`src/rtl/demux4x32_buf_pkg.sv`:
```
// Shared definitions for the 1-to-4 buffered routing demultiplexer:
// destination select encodings and default geometry.
package demux4x32_buf_pkg;

  localparam int DEFAULT_WIDTH = 32;
  localparam int DEFAULT_DEPTH = 4;
  localparam int NUM_DEST      = 4;

  typedef enum logic [1:0] {
    SEL_Y0 = 2'd0,
    SEL_Y1 = 2'd1,
    SEL_Y2 = 2'd2,
    SEL_Y3 = 2'd3
  } dest_sel_e;

endpackage

```
`src/rtl/demux4x32_buf_chan_fifo.sv`:
```
// Per-destination FIFO: power-of-two ring buffer with a separate occupancy
// counter so that full and empty are unambiguous.
module demux_chan_fifo
  import demux4x32_buf_pkg::*;
#(
  parameter int WIDTH = DEFAULT_WIDTH,
  parameter int DEPTH = DEFAULT_DEPTH,
  localparam int AW   = $clog2(DEPTH)
) (
  input  logic             CLK,
  input  logic             RST,
  input  logic             push,
  input  logic [WIDTH-1:0] din,
  input  logic             pop,
  output logic [WIDTH-1:0] dout,
  output logic             valid,
  output logic             full,
  output logic [AW:0]      fill
);

  logic [WIDTH-1:0] mem_q [DEPTH];
  logic [AW-1:0]    wr_ptr_q, wr_ptr_d;
  logic [AW-1:0]    rd_ptr_q, rd_ptr_d;
  logic [AW:0]      fill_q, fill_d;
  logic             do_push, do_pop;

  assign full    = (fill_q == (AW+1)'(DEPTH));
  assign valid   = (fill_q != '0);
  assign do_push = push && !full;
  assign do_pop  = pop && valid;

  // NOTE: every variable gets its default first so no path through this block infers a latch.
  always_comb begin
    wr_ptr_d = wr_ptr_q;
    rd_ptr_d = rd_ptr_q;
    fill_d   = fill_q;
    if (do_push) wr_ptr_d = wr_ptr_q + AW'(1);
    if (do_pop)  rd_ptr_d = rd_ptr_q + AW'(1);
    case ({do_push, do_pop})
      2'b10:   fill_d = fill_q + (AW+1)'(1);
      2'b01:   fill_d = fill_q - (AW+1)'(1);
      default: fill_d = fill_q;
    endcase
  end

  always_ff @(posedge CLK) begin
    if (RST) begin
      wr_ptr_q <= '0;
      rd_ptr_q <= '0;
      fill_q   <= '0;
    end else begin
      wr_ptr_q <= wr_ptr_d;
      rd_ptr_q <= rd_ptr_d;
      fill_q   <= fill_d;
    end
  end

  // NOTE: storage is deliberately left out of reset; fill_q alone decides what is live.
  always_ff @(posedge CLK) begin
    if (do_push) mem_q[wr_ptr_q] <= din;
  end

  assign dout = mem_q[rd_ptr_q];
  assign fill = fill_q;

endmodule

```
`src/rtl/demux4x32_buf.sv`:
```
// 1-to-4 routing demultiplexer: one valid/ready producer fanned out to four
// independently draining destination FIFOs selected by S.
module demux4x32_buf
  import demux4x32_buf_pkg::*;
#(
  parameter int WIDTH = DEFAULT_WIDTH,
  parameter int DEPTH = DEFAULT_DEPTH,
  localparam int AW   = $clog2(DEPTH)
) (
  input  logic             CLK,
  input  logic             RST,
  input  logic [WIDTH-1:0] A,
  input  logic [1:0]       S,
  input  logic             A_VALID,
  output logic             A_READY,
  output logic [WIDTH-1:0] Y0,
  output logic [WIDTH-1:0] Y1,
  output logic [WIDTH-1:0] Y2,
  output logic [WIDTH-1:0] Y3,
  output logic             Y0_VALID,
  output logic             Y1_VALID,
  output logic             Y2_VALID,
  output logic             Y3_VALID,
  input  logic             Y0_READY,
  input  logic             Y1_READY,
  input  logic             Y2_READY,
  input  logic             Y3_READY,
  output logic [AW:0]      FILL0,
  output logic [AW:0]      FILL1,
  output logic [AW:0]      FILL2,
  output logic [AW:0]      FILL3
);

  logic [NUM_DEST-1:0] sel_onehot;
  logic [NUM_DEST-1:0] push, pop, valid, full, cons_ready;
  logic [WIDTH-1:0]    dout [NUM_DEST];
  logic [AW:0]         fill [NUM_DEST];

  always_comb begin
    sel_onehot = '0;
    case (dest_sel_e'(S))
      SEL_Y0:  sel_onehot[0] = 1'b1;
      SEL_Y1:  sel_onehot[1] = 1'b1;
      SEL_Y2:  sel_onehot[2] = 1'b1;
      SEL_Y3:  sel_onehot[3] = 1'b1;
      default: sel_onehot    = '0;
    endcase
  end

  // Acceptance depends only on the registered fill of the selected FIFO, never on consumer ready.
  assign A_READY    = !RST && !full[S];
  assign push       = sel_onehot & {NUM_DEST{A_VALID && A_READY}};
  assign cons_ready = {Y3_READY, Y2_READY, Y1_READY, Y0_READY};
  assign pop        = valid & cons_ready;

  for (genvar k = 0; k < NUM_DEST; k++) begin : g_chan
    demux_chan_fifo #(
      .WIDTH (WIDTH),
      .DEPTH (DEPTH)
    ) u_fifo (
      .CLK   (CLK),
      .RST   (RST),
      .push  (push[k]),
      .din   (A),
      .pop   (pop[k]),
      .dout  (dout[k]),
      .valid (valid[k]),
      .full  (full[k]),
      .fill  (fill[k])
    );
  end

  assign Y0       = dout[0];
  assign Y1       = dout[1];
  assign Y2       = dout[2];
  assign Y3       = dout[3];
  assign Y0_VALID = valid[0];
  assign Y1_VALID = valid[1];
  assign Y2_VALID = valid[2];
  assign Y3_VALID = valid[3];
  assign FILL0    = fill[0];
  assign FILL1    = fill[1];
  assign FILL2    = fill[2];
  assign FILL3    = fill[3];

endmodule

```
`config.mk`:
```
export PLATFORM = sky130hd
export DESIGN_NAME = demux4x32_buf
export DESIGN_NICKNAME = d
export VERILOG_FILES = /design/src/rtl/demux4x32_buf_pkg.sv /design/src/rtl/demux4x32_buf_chan_fifo.sv /design/src/rtl/demux4x32_buf.sv
export SDC_FILE = /design/constraint.sdc
export NUM_CORES = 1
export LEC_CHECK = 0
export BUFFER_PORTS_ARGS = -buffer_cell sky130_fd_sc_hd__buf_2
export CORE_MARGIN = 2
export CORE_UTILIZATION = 35
export CTS_BUF_LIST = sky130_fd_sc_hd__clkbuf_4 sky130_fd_sc_hd__clkbuf_8
export DETAILED_ROUTE_END_ITERATION = 10
export HOLD_SLACK_MARGIN = 0.08
export PLACE_DENSITY_LB_ADDON = 0.3
export SLEW_MARGIN = 20
export SYNTH_ARGS = -nofsm -noshare
export SYNTH_HDL_FRONTEND = slang
export SYNTH_SLANG_ARGS = --single-unit
```
`constraint.sdc`:
```
create_clock -name CLK -period 3.7 [get_ports CLK]
set_input_delay 0.74 -clock CLK [delete_from_list [all_inputs] [get_ports CLK]]
set_output_delay 0.74 -clock CLK [all_outputs]
set_load 0.01 [all_outputs]
```
==> out/qor.csv <==
stage;metric;value;unit
setup_path;Crit Path Max Fanout;23;
clock_network;CTS clk-pin slew, worst paths;0.06;ns
sta;Slew HR;35.7;%
power;Total Power;12800;uW
final_layout;area of the multi-input gates;0.00413;mm^2
power;P_int;9910;uW
setup_path;Crit path required time;2.96;ns
clock_network;worst skew pair latency;0.64;ns
drt;DR pass1 iterations;4;
drt;First DRT Iteration DRCs;654;
yosys;xor/xnor share of the synthesized area;0.684;%
power;Combinational Power Share;6.4;%
sta;endpoints failing setup;0;
yosys;Synth Area in Compound Gates;0.800;%
setup_path;Worst Setup End Kind;output pin;
sta;achievable frequency;316;MHz
sta;unrepaired setup endpoints after global routing;false;
floorplanning;initial core utilization;35.5;%
drt;Routed Antenna Nets;0;
floorplanning;Die Area;0.0605;mm^2
place;# port buffers;185;
sta;final hold violation count;0;
setup_path;crit start category;register;
setup_path;critical path arrival;2.42;ns
sta;max-slew violation count;0;
power;maximum vdd drop;0.244;mV
clock_network;maximum clock path buffer count;3;
yosys;syn_nets;953;
clock_network;postcts setup bufs;0;
yosys;Syn Area/Cell;23.1;um^2
sta;Clock Skew;0.0248;ns
floorplanning;Die Wd;246;um
yosys;post-synthesis mux area share;14.5;%
clock_network;H-Tree Level Count;3;
power;Sw Ratio;22.3;%
final_layout;commonest non-fill, non-tap cells in the layout;edfxtp_1 (512), buf_2 (185), mux4_2 (128);
yosys;Synth Register Bits;548;
clock_network;Num CTS Buffers;87;
place;Cells after DPL;1829;
yosys;EDFF count, synth;512;
sta;measured slew at the worst slew-check pin;0.964;ns
place;Final GP Congestion;0.713;
drt;remaining routing DRC violations;0;
sta;Period minus WS final;3.16;ns
sta;final setup margin;0.537;ns
grt;GR Util All Layers;16.1;%
yosys;Async S/R FF share, synth;0;%
setup_path;CP bufs+invs;2;
sta;period utilisation layout;85.5;%
power;Clk network pwr share;38.7;%
setup_path;CP max stage cell;dfxtp_2;
final_layout;most common cell after layout, fill and taps aside;edfxtp_1;
floorplanning;Die H;246;um
clock_network;clock root cell;clkbuf_8;
clock_network;hold buffer count at CTS;0;
final_layout;fin util;41.6;%
yosys;Synth Warn #;0;
setup_path;worst path cell trace;buf_4, mux4_2, buf_2;
grt;largest net degree at the start of global routing;42;
sta;final setup TNS;0;ns
drt;total wire length;47.9;mm
drt;via count;9666;
final_layout;share of cells above drive strength 1;41.1;%
floorplanning;core area;0.0578;mm^2
final_layout;Sequential Area;0.0161;mm^2
yosys;synthesized area;0.0205;mm^2
yosys;Post-Synth Simple-Gate Area;2.48;%
yosys;register area share after synthesis;78.5;%
status;status;completed;
grt;first-pass GRT wire length;69.3;mm
power;P per Cell Area;530;mW/mm^2
setup_path;CP max stage delay;0.88;ns
floorplanning;Top-Level Pins;186;
drt;wire per inst;24.1;um
setup_path;Setup CP Type;register to output pin;
final_layout;Layout area overhead;17.4;%
clock_network;# resized after CTS;0;
clock_network;CTS tree;built;
place;DP Worst Slack;0.755;ns
power;leak pwr;0.00780;uW
power;Sequential Power Share;54.8;%
drt;via/cell ratio;4.87;
grt;initial antenna violation count;3;
yosys;Synth cell types;37;
final_layout;Post-Layout Cell Count;1983;
floorplanning;row count;88;
yosys;Synth Flop Type;edfxtp_1;
place;Detail Placement HPWL;30.4;mm
yosys;Synth Instances;888;
hold_path;HP Class;input port to register;
final_layout;nets;1218;
yosys;main combinational cell family by area after synthesis;multiplexers;
grt;via count of the first global-routing pass;10100;
flow_run;Max-Cap Viols;0;
setup_path;cell family with most CP delay;flip-flops;
power;sw power;2850;uW
clock_network;clk sinks;548;
final_layout;Layout fillers;5124;
grt;Remaining Overflow, GRT;0;
yosys;Synth Area in Adders;1.61;%
## Yosys cell counts, types with 3 or more instances
cell / number / area share (%)
o311ai_0: 4 / 0.17
buf_1: 13 / 0.24
edfxtp_1: 512 / 75
mux2i_1: 4 / 0.20
or3_1: 8 / 0.24
mux4_2: 128 / 14
xnor2_1: 4 / 0.17
o31a_1: 4 / 0.17
buf_2: 6 / 0.15
nor2_1: 33 / 0.60
o21ai_0: 4 / 0.098
and2_1: 16 / 0.49
nand2b_1: 9 / 0.27
a21oi_1: 10 / 0.24
fa_1: 4 / 0.39
dfxtp_1: 36 / 3.5
buf_4: 11 / 0.40
ha_1: 20 / 1.2
buf_6: 3 / 0.16
xor2_1: 12 / 0.51
inv_1: 25 / 0.46
## cell type report
type                            instances  area share [%]
Sequential cell                       548            66.9
Multi-Input combinational cell        281            17.2
Clock buffer                          114            5.87
Timing Repair Buffer                  210            4.63
Tap cell                              765            3.98
Clock inverter                         39            1.03
Inverter                               25           0.390
Antenna cell                            1          0.0104
## per-stage QoR
| step | hold WS (ns) | instance area [um^2] |
|---|---|---|
| 4_1_cts | 0.418 | 24100 |
| 3_5_place_dp | 0.508 | 22400 |
| 5_1_grt | 0.456 | 24100 |
| 2_1_floorplan | 0.482 | 20500 |
| 3_3_place_gp | 0.502 | 22400 |
| 6_report | 0.479 | 24100 |
## state kept, by name, indices dropped and copies added, names as in the netlist, named ones only
register                cells
g_chan.u_fifo.rd_ptr_q      8
g_chan.u_fifo.fill         12
g_chan.u_fifo.wr_ptr_q      8
g_chan.u_fifo.mem_q       512
## logic make-up after synthesis
logic type               after synthesis
AO/OA/AOI/OAI                         24
XOR/XNOR                              16
adder cells (fa/ha/maj)               24
buffers and inverters                 59
flip-flops                           548
multiplexers                         136
AND/OR/NAND/NOR                       81
## per-layer routing
layer | up-vias | share of wire (%) | GRT usage, %
met4 | 2 | 1.9 | 5.35
met2 | 259 | 51 | 26.7
li1 | 4203 | - | -
met1 | 5134 | 42 | 21.1
met5 | - | 0.027 | 0
met3 | 68 | 5.1 | 3.38
## final timing paths
check             cells past startpoint                                      start                                        end  slack, ns
setup / recovery                      3                                   register                                     Y3[24]       0.54
hold / removal                        1                                       A[6]     g_chan[3].u_fifo.mem_q[1][6]$_DFFE_PP_       0.48
setup reg to reg                     10      g_chan[0].u_fifo.fill[2]$_SDFFE_PP0P_      g_chan[0].u_fifo.fill[2]$_SDFFE_PP0P_       1.29
hold reg to reg                       2  g_chan[3].u_fifo.wr_ptr_q[1]$_SDFFE_PP0P_  g_chan[3].u_fifo.wr_ptr_q[1]$_SDFFE_PP0P_       0.52
## power groups by stage
stage,sequential (uW),combinational [uW],clock (uW)
2_1_floorplan,7000,565,0
3_3_place_gp,7140,840,0
3_5_place_dp,7140,848,0
4_1_cts,7010,851,5100
5_1_grt,7020,885,5370
6_report,7000,822,4940
Note: power is estimated with default switching activity, not from simulation.
